===== src/rtl/sensor_alarm_handler_if.sv =====
// Sensor alarm bus: raw sensor lines and host acknowledge in, latched alarm,
// snapshot code and qualified-event count out.
interface sensor_alarm_handler_if #(
  parameter int CNT_WIDTH = 8
);
  logic [3:0]           sensors;
  logic                 alarm_ack;
  logic                 alarm;
  logic [3:0]           alarm_code;
  logic [CNT_WIDTH-1:0] err_count;

  modport master (
    output sensors, alarm_ack,
    input  alarm, alarm_code, err_count
  );

  modport slave (
    input  sensors, alarm_ack,
    output alarm, alarm_code, err_count
  );
endinterface


===== src/rtl/sensor_alarm_handler.sv =====
// Synchronizes the sensor bus, debounces the derived error and holds a sticky alarm until ack.
// Optional qualified-event counter is built when SENSOR_ERR_COUNT_EN is defined.
module sensor_alarm_handler #(
  parameter int unsigned DEBOUNCE_CYCLES = 4,
  parameter int unsigned CNT_WIDTH       = 8
) (
  input  logic                   clk,
  input  logic                   n_rst,
  sensor_alarm_handler_if.slave  bus
);
  localparam int unsigned CW = $clog2(DEBOUNCE_CYCLES) + 1;
  localparam logic [CW-1:0] CNT_LAST = CW'(DEBOUNCE_CYCLES - 1);

  typedef enum logic [1:0] {
    IDLE       = 2'd0,
    QUALIFY    = 2'd1,
    ALARM      = 2'd2,
    WAIT_CLEAR = 2'd3
  } state_t;

  state_t        state_reg, state_next;
  logic [CW-1:0] cnt_reg, cnt_next;
  logic [3:0]    sync1_reg, sens_s;
  logic          alarm_reg;
  logic [3:0]    alarm_code_reg;
  logic          error_s;
  logic          alarm_event;

  assign error_s = sens_s[0] | (sens_s[1] & sens_s[2]) | (sens_s[1] & sens_s[3]);

  always_ff @(posedge clk or negedge n_rst) begin
    if (!n_rst) begin
      sync1_reg      <= 4'h0;
      sens_s         <= 4'h0;
      state_reg      <= IDLE;
      cnt_reg        <= '0;
      alarm_reg      <= 1'b0;
      alarm_code_reg <= 4'h0;
    end else begin
      sync1_reg <= bus.sensors;
      sens_s    <= sync1_reg;
      state_reg <= state_next;
      cnt_reg   <= cnt_next;
      alarm_reg <= (state_next == ALARM);
      if (alarm_event) begin
        alarm_code_reg <= sens_s;
      end
    end
  end

  always_comb begin
    state_next  = state_reg;
    cnt_next    = cnt_reg;
    alarm_event = 1'b0;
    case (state_reg)
      IDLE: begin
        if (error_s) begin
          state_next = QUALIFY;
          cnt_next   = CW'(1);
        end
      end
      QUALIFY: begin
        // Any dropout restarts qualification from scratch.
        if (!error_s) begin
          state_next = IDLE;
          cnt_next   = '0;
        end else if (cnt_reg == CNT_LAST) begin
          state_next  = ALARM;
          cnt_next    = '0;
          alarm_event = 1'b1;
        end else begin
          cnt_next = cnt_reg + CW'(1);
        end
      end
      ALARM: begin
        if (bus.alarm_ack) begin
          state_next = WAIT_CLEAR;
        end
      end
      WAIT_CLEAR: begin
        // A persisting fault must clear before it can alarm again.
        if (!error_s) begin
          state_next = IDLE;
        end
      end
      default: begin
        state_next = IDLE;
        cnt_next   = '0;
      end
    endcase
  end

  assign bus.alarm      = alarm_reg;
  assign bus.alarm_code = alarm_code_reg;

`ifdef SENSOR_ERR_COUNT_EN
  logic [CNT_WIDTH-1:0] err_count_reg;

  // Saturating count; only reset clears it.
  always_ff @(posedge clk or negedge n_rst) begin
    if (!n_rst) begin
      err_count_reg <= '0;
    end else if (alarm_event && (err_count_reg != {CNT_WIDTH{1'b1}})) begin
      err_count_reg <= err_count_reg + CNT_WIDTH'(1);
    end
  end

  assign bus.err_count = err_count_reg;
`else
  assign bus.err_count = '0;
`endif

endmodule


===== src/flat_wrapper.sv =====
// flat-port wrapper written by rule: the top's interface ports become plain ports
module sensor_alarm_handler_flat 
#(
  parameter int unsigned DEBOUNCE_CYCLES = 4,
  parameter int unsigned CNT_WIDTH       = 8
)
  (clk, n_rst, bus_sensors, bus_alarm_ack, bus_alarm, bus_alarm_code, bus_err_count);
  sensor_alarm_handler_if #(.CNT_WIDTH(CNT_WIDTH)) bus_i ();
  input  logic clk;
  input  logic n_rst;
  input wire logic [$bits(bus_i.sensors)-1:0] bus_sensors;
  input wire logic [$bits(bus_i.alarm_ack)-1:0] bus_alarm_ack;
  output wire logic [$bits(bus_i.alarm)-1:0] bus_alarm;
  output wire logic [$bits(bus_i.alarm_code)-1:0] bus_alarm_code;
  output wire logic [$bits(bus_i.err_count)-1:0] bus_err_count;
  assign bus_i.sensors = bus_sensors;
  assign bus_i.alarm_ack = bus_alarm_ack;
  assign bus_alarm = bus_i.alarm;
  assign bus_alarm_code = bus_i.alarm_code;
  assign bus_err_count = bus_i.err_count;
  sensor_alarm_handler #(.DEBOUNCE_CYCLES(DEBOUNCE_CYCLES), .CNT_WIDTH(CNT_WIDTH)) u_core (.clk(clk), .n_rst(n_rst), .bus(bus_i));
endmodule

===== config.mk =====
export PLATFORM = sky130hd
export DESIGN_NAME = sensor_alarm_handler_flat
export DESIGN_NICKNAME = d
export VERILOG_FILES = /design/src/rtl/sensor_alarm_handler_if.sv /design/src/rtl/sensor_alarm_handler.sv /design/src/flat_wrapper.sv
export SDC_FILE = /design/constraint.sdc
export NUM_CORES = 1
export LEC_CHECK = 0
export BUFFER_PORTS_ARGS = -buffer_cell sky130_fd_sc_hd__buf_2
export CAP_MARGIN = 10
export CORE_MARGIN = 1
export CORE_UTILIZATION = 44
export DETAILED_ROUTE_END_ITERATION = 16
export MAX_ROUTING_LAYER = met4
export PLACE_DENSITY = 0.82
export SYNTH_ARGS = -nofsm -noshare
export SYNTH_HDL_FRONTEND = slang
export SYNTH_SLANG_ARGS = --single-unit

===== constraint.sdc =====
create_clock -name clk -period 1.2 [get_ports clk]
set_input_delay 0.12 -clock clk [delete_from_list [all_inputs] [get_ports clk]]
set_output_delay 0.12 -clock clk [all_outputs]
set_load 0.05 [all_outputs]

* Yosys cells after proc, flatten, opt, wreduce, memory -nomap -nowiden
Cells that the tools add are included.
** Operators by class
- Muxes and demuxes :: 13
- $mul :: 0
- Order comparisons :: 0
- Shift-type cells :: 0
- Div/mod/pow operators :: 0
- $add $sub $neg :: 1
- Equal/unequal tests :: 6
- Reduce and logical (&&, ||, !) cells :: 3
- Bitwise gates (word level) :: 4
** Operator list (count)
- 2-bit 2-to-1 mux :: 5
- 3-bit 2-to-1 mux :: 3
- 2-bit one-hot mux with 4 select lines :: 1
- 2-bit equality test (second input constant) :: 3
- 3-bit one-hot mux with 2 select lines :: 1
- 3-bit by 1-bit adder with 3-bit output (second input constant) :: 1
- 3-bit by 2-bit equality test with 1-bit output (second input constant) :: 1
- 1-bit 2-to-1 mux :: 3
- 1-bit AND :: 2
- 2-bit by 1-bit equality test with 1-bit output (second input constant) :: 1
- 2-bit zero test :: 1
- 2-bit by 1-bit inequality test with 1-bit output (second input constant) :: 1
- 1-bit OR :: 2
- 2-bit AND reduction :: 1
- 2-bit nonzero test :: 1
** Storage, ports and cells
- Word-level logic and storage cells :: 33
- Register bits :: 18
- Output and inout port bits :: 13
- Bits in read-only memories :: 0
- Bits in latches :: 0
- Memories :: 0
- Memory bits (writable) :: 0
- Input bits :: 7

* Longest topological paths before layout
Gate-level depths: netlist (run 1).
- Word-level depth :: 6
- Mapped depth :: 4
- Gate-level depth less buffers :: 4

* Worst setup path before layout (run 1)
No wires, ideal clock.
- Path kind :: register to register
- Start :: reg u_core.cnt_reg[0]
- End :: reg u_core.alarm_code_reg[1], in the netlist u_core.bus.alarm_code[1]
- Setup time :: 125 ps
- Stages on the path, launching flop included :: 5
- Clock period less this slack :: 1308 ps
- Required time :: 1075 ps
- Buffers on the path :: 0
- Arrival :: 1183 ps
- Setup slack :: -108 ps
- Cell sequence :: dfrtp_1 > ha_1 > and4bb_4 > o21ai_4 > mux2_4
** On the way
- Longest elaborated chain between the ends :: 4
** Ends and longest elaborated chain
- from (decl) :: line sensor_alarm_handler.sv:22 : logic [CW-1:0] cnt_reg, cnt_next;
- from (signal assigned) :: line sensor_alarm_handler.sv:43 : cnt_reg <= cnt_next;
- 3-bit by 2-bit equality test with 1-bit output :: line sensor_alarm_handler.sv:67 : end else if (cnt_reg == CNT_LAST) begin
- 1-bit 2-to-1 mux :: line sensor_alarm_handler.sv:67
- 1-bit 2-to-1 mux :: line sensor_alarm_handler.sv:64 : if (!error_s) begin
- 1-bit 2-to-1 mux :: line sensor_alarm_handler.sv:55 : case (state_reg)
- to (signal assigned) :: line sensor_alarm_handler.sv:46 : alarm_code_reg <= sens_s;
- to (decl) :: line sensor_alarm_handler.sv:25 : logic [3:0] alarm_code_reg;
No other way between the ends.
A chain may end at the register's enable or synchronous reset.

* Worst setup path after layout (run 1)
- Start :: reg u_core.cnt_reg[0]
- End :: reg u_core.alarm_code_reg[3], in the netlist u_core.bus.alarm_code[3]
Same word-level chain as after synthesis.

==> reports/summary.txt, run 1 <==
WL final - 1220 um
vias in the first global route - 498
Final Hold Fails - 0
clk root buf - clkbuf_4
hold path depth - 2
Post-Syn Instances - 56
Critical Path End Type - register
total track usage - 15.5%
largest net degree at the start of global routing - 19
DR pass1 iterations - 3
Iteration-0 DRC Markers - 13
initial antenna violation count - 0
Initial Util - 48.1%
post-synth top area cell - dfrtp_1
top post-synthesis cells by area - dfrtp_1 61%, buf_4 8.1%, mux2_4 6.1%, and4bb_4 2.2%, o21ai_4 2.2%
clock latency on the worst-skew pair - 0.29 ns
Final ANT Viol Nets - 0
grt ovf - 0
most common library cells after synthesis - 18 x dfrtp_1, 8 x buf_4, 4 x inv_1
flip-flop and latch count after synthesis - 18
Core ar. - 1540 um2
Die Ht - 43.0 um
HPWL after DPL - 868 um
Die ar. - 1850 um2
most frequent cell after synthesis - dfrtp_1
setup bufs post-CTS - 0
worst flop-to-flop path startpoint - u_core.cnt_reg[0]
wire per inst - 12.5 um
Post-synth top flop - dfrtp_1
fin cells - 98
leakage power - 0.000462 uW
asr flop ratio synth - 100%
Core Util, Final - 60.8%
period utilization - 112%
num rows - 14
final setup vio count - 5
Register-to-Register Path Depth - 4
RD Place Congestion - 0.680
CTS Buf Count - 3
P per Cell Area - 2240 nW/um2
Max VDD drop - 1.32 mV
final slew viol count - 0
# DRC - 0
Period minus WS final - 1.35 ns
layout cells sized above 1 - 40.2%
H-tree depth - 1
RSZ-0062 raised after global routing - yes
total clock sinks - 18
outcome - complete, but fails checks
Hold Path Sink - u_core.bus.alarm
Total Nets Final - 91
DR vias/cell - 5.07
Placed Instances - 89
upper clock frequency limit - 0.743 GHz
WP data required - 1.38 ns
CTS tree - yes
CP arrival - 1.53 ns
clock skew - 0.00210 ns
die width - 43.0 um
top-area cell type share of the netlist area - 60.8%
Seq/Total Area, Yosys - 60.8%
WS Path Type - reg2reg
Hold Slack - 0.0222 ns
IO Count - 20
crit path max fanout - 5
register-to-register setup slack - -0.15 ns
syn avg cell area - 13.2 um2
worst reg2reg path endpoint - u_core.bus.alarm_code[3]
routed vias - 497
global-route wire length before repair - 2030 um
final worst slack - -0.146 ns
CTS Buffer Depth - 2
warnings from Yosys - 0
Hold Path Class - in2reg
# diodes - 0
port bufs - 11
Post-synth EDFFs - 0
clk slew on worst S/H paths - 0.10 ns
startpoint types - register
P&R area growth vs syn - 26.5%
failing checks - setup timing
max_cap viols - 0
hold path startpoint - bus_alarm_ack
synthesized area - 741 um2
post-synthesis cell type count - 22
[layout by cell type, fill, tap and decap left out, types with 2 or more instances in the layout]
| cell type | count |
|---|---|
| dlygate4sd3_1 | 5 |
| clkbuf_4 | 3 |
| buf_2 | 11 |
| mux2_4 | 3 |
| a21oi_1 | 3 |
| conb_1 | 8 |
| inv_1 | 4 |
| buf_4 | 7 |
| nor2_1 | 2 |
| dfrtp_1 | 18 |
[kinds of logic (layout without fill, tap and decap cells)]
| logic type | count (synthesis) | count (layout) | share of synthesized area (%) |
|---|---|---|---|
| adder cells (fa/ha/maj) | 1 | 1 | 1.69 |
| flip-flops | 18 | 18 | 60.8 |
| other | 1 | 8 | 0.506 |
| AO/OA/AOI/OAI | 13 | 13 | 13.2 |
| AND/OR/NAND/NOR | 8 | 8 | 7.60 |
| multiplexers | 3 | 3 | 6.08 |
| buffers and inverters | 12 | 31 | 10.1 |
[final cells by class]
type	instances	area, um2
Fill cell	133	604
Multi-Input combinational cell	33	258
Tap cell	16	20.0
Timing Repair Buffer	23	158
Inverter	4	15.0
Sequential cell	18	450
Clock buffer	4	36.3
[layer usage]
metal  GRT usage [%]  routed length [um]  up-vias
met4            7.27                  24        0
met1            16.6                 501      245
met2            26.4                 632       21
met5               -                   0        -
met3            4.26                  63        3
li1                -                   -      228
[critical path, cell delays in order (launching register included)]
cell and delay [ns]:
dfrtp_1 0.40, ha_2 0.21, and4bb_4 0.21, o21ai_4 0.10, mux2_4 0.32
[where the power goes]
part | switching (uW) | leakage, uW | internal [uW]
sequential | 86.5 | 0.000218 | 750
clock | 182 | 0.0000210 | 185
combinational | 551 | 0.000223 | 346
total | 819 | 0.000462 | 1280
[worst max-delay path by stage]
stage                                 start                       end  slack (ns)  cells after the start
after floorplan           u_core.cnt_reg[0]  u_core.bus.alarm_code[1]       -0.07                      4
after global placement    u_core.cnt_reg[1]  u_core.bus.alarm_code[2]       -0.08                      4
after detailed placement  u_core.cnt_reg[1]  u_core.bus.alarm_code[3]       -0.12                      4
after CTS                 u_core.cnt_reg[0]  u_core.bus.alarm_code[3]       -0.14                      4
after global routing      u_core.cnt_reg[0]  u_core.bus.alarm_code[3]       -0.18                      4
final                     u_core.cnt_reg[0]  u_core.bus.alarm_code[3]       -0.15                      4
[per-stage QoR]
stage	TNS, ns	worst slack (ns)	instance area (um2)	total power (uW)
final	-0.629	-0.146	937	2100
after global routing	-0.906	-0.184	937	2230
after CTS	-0.553	-0.138	923	2100
after detailed placement	-0.473	-0.122	837	1720
after global placement	-0.279	-0.0774	837	1690
after floorplan	-0.215	-0.0716	769	1490
[what timing repair did]
item,4_1_cts,5_1_grt
setup endpoints to repair,5,9
pin swaps,1,0
hold buffers,5,0
endpoints found under the hold margin,22,0
cloned,0,0
resized for setup,0,4
Power figures use the tool's default switching activity.
==> run 2, diff against run 1 <==
--- a/config.mk
+++ b/config.mk
@@ -7,11 +7,10 @@
 export LEC_CHECK = 0
 export BUFFER_PORTS_ARGS = -buffer_cell sky130_fd_sc_hd__buf_2
 export CAP_MARGIN = 10
-export CORE_MARGIN = 1
-export CORE_UTILIZATION = 44
+export CORE_UTILIZATION = 45
 export DETAILED_ROUTE_END_ITERATION = 16
 export MAX_ROUTING_LAYER = met4
-export PLACE_DENSITY = 0.82
+export PLACE_DENSITY = 0.81
 export SYNTH_ARGS = -nofsm -noshare
 export SYNTH_HDL_FRONTEND = slang
 export SYNTH_SLANG_ARGS = --single-unit
==> constraint.sdc (replaced) <==
create_clock -name clk -period 1.4 [get_ports clk]
set_input_delay 0.14 -clock clk [delete_from_list [all_inputs] [get_ports clk]]
set_output_delay 0.14 -clock clk [all_outputs]
set_load 0.05 [all_outputs]
==> reports/summary.txt, run 2 (synthesized netlist as in run 1, its figures left out) <==
CP arrival - 1.53 ns
Core Util, Final - 57.6%
CTS Buf Count - 3
Layout fillers - 129
port bufs - 11
initial antenna violation count - 0
P&R area growth vs syn - 18.6%
max_cap viols - 0
num rows - 14
routed vias - 445
Final Hold Fails - 0
largest net degree at the start of global routing - 19
IO Count - 20
Die Ht - 42.6 um
P per Cell Area - 1970 nW/um2
commonest non-fill, non-tap cells in the layout - 18 x dfrtp_1, 11 x buf_2, 8 x conb_1
period utilization - 96.8%
vias in the first global route - 450
Hold Slack - 0.0818 ns
Critical Path End Type - register
most common cell after layout, fill and taps aside - dfrtp_1
setup_tns - 0 ns
CTS Buffer Depth - 2
CTS tree - yes
DR vias/cell - 4.84
RD Place Congestion - 0.740
wire per inst - 11.3 um
setup bufs post-CTS - 0
global-route wire length before repair - 1790 um
clock skew - 0.00321 ns
Max VDD drop - 1.02 mV
H-tree depth - 1
DR pass1 iterations - 4
fin cells - 92
total clock sinks - 18
leakage power - 0.000430 uW
WP data required - 1.57 ns
# diodes - 0
Period minus WS final - 1.36 ns
WL final - 1040 um
Total Nets Final - 85
clock latency on the worst-skew pair - 0.28 ns
crit path max fanout - 5
Final ANT Viol Nets - 0
outcome - complete, no violations
total track usage - 13.8%
Iteration-0 DRC Markers - 5
startpoint types - register
# DRC - 0
RSZ-0062 raised after global routing - yes
clk slew on worst S/H paths - 0.10 ns
Die ar. - 1810 um2
Placed Instances - 83
layout cells sized above 1 - 31.6%
die width - 42.6 um
Hold Path Class - in2reg
final setup vio count - 0
Core ar. - 1520 um2
upper clock frequency limit - 0.738 GHz
Initial Util - 48.6%
final slew viol count - 0
grt ovf - 0
WS Path Type - reg2reg
HPWL after DPL - 783 um
clk root buf - clkbuf_4
run 2: cell types whose count changed in the layout (fill, tap and decap cells not counted):
| cell | change |
|---|---|
| buf_4 | -6 |
| a211oi_1 | +1 |
| a211oi_2 | -1 |
| nor2_1 | +1 |
| nor2_2 | -1 |
| o21ai_0 | +1 |
| o21ai_1 | -1 |
| o22ai_1 | +1 |
| o22ai_2 | -1 |
run 2: stage by stage:
| step | setup WS [ns] | instance area [um2] | power [uW] |
|---|---|---|---|
| floorplan | 0.0915 | 767 | 1270 |
| global placement | 0.0640 | 790 | 1400 |
| detailed placement | 0.0321 | 790 | 1430 |
| CTS | 0.0174 | 876 | 1740 |
| global route | -0.0192 | 878 | 1830 |
| finish | 0.0449 | 878 | 1730 |
run 2: what timing repair did:
| action | CTS | global route |
|---|---|---|
| hold buffers | 5 | 0 |
| gates resized for setup | 0 | 1 |
| endpoints found under the hold margin | 22 | 0 |
| setup endpoints to repair | 0 | 3 |
run 2: worst paths after layout:
check	slack, ns	from	cells after the start	endpoint
setup / recovery	0.04	u_core.cnt_reg[0]	4	u_core.bus.alarm_code[2]
hold / removal	0.08	bus_alarm_ack	2	u_core.bus.alarm
setup reg to reg	0.04	u_core.cnt_reg[0]	4	u_core.bus.alarm_code[2]
hold reg to reg	0.36	u_core.sync1_reg[3]	0	u_core.sens_s[3]
max in group asynchronous	0.82	n_rst	2	u_core.bus.alarm_code[2]
min in group asynchronous	0.30	n_rst	2	u_core.cnt_reg[1]
run 2: where the power goes:
part | leakage [uW] | internal, uW | switching (uW)
Clock | 0.0000210 | 158 | 145
Combinational | 0.000191 | 255 | 451
Sequential | 0.000218 | 643 | 81.3
Total | 0.000430 | 1060 | 678
run 2: cell type report:
cell class | instances | area (um2) | area share [%]
Clock buffer | 4 | 36.3 | 4.13
Sequential cell | 18 | 450 | 51.3
Inverter | 4 | 15.0 | 1.71
Timing Repair Buffer | 17 | 113 | 12.8
Tap cell | 16 | 20.0 | 2.28
Multi-Input combinational cell | 33 | 244 | 27.8
run 2: per-layer routing:
| layer | wire [um] | GRT usage (%) | vias to the layer above |
|---|---|---|---|
| met4 | 0 | 7.50 | 0 |
| met2 | 472 | 21.5 | 18 |
| met3 | 53 | 2.59 | 0 |
| li1 | - | - | 217 |
| met1 | 516 | 16.9 | 210 |
| met5 | 0 | - | - |
run 2: critical path, stage by stage (launching register included):
cell and delay, ns:
dfrtp_1 0.39, ha_2 0.19, and4bb_4 0.27, o21ai_4 0.09, mux2_4 0.30
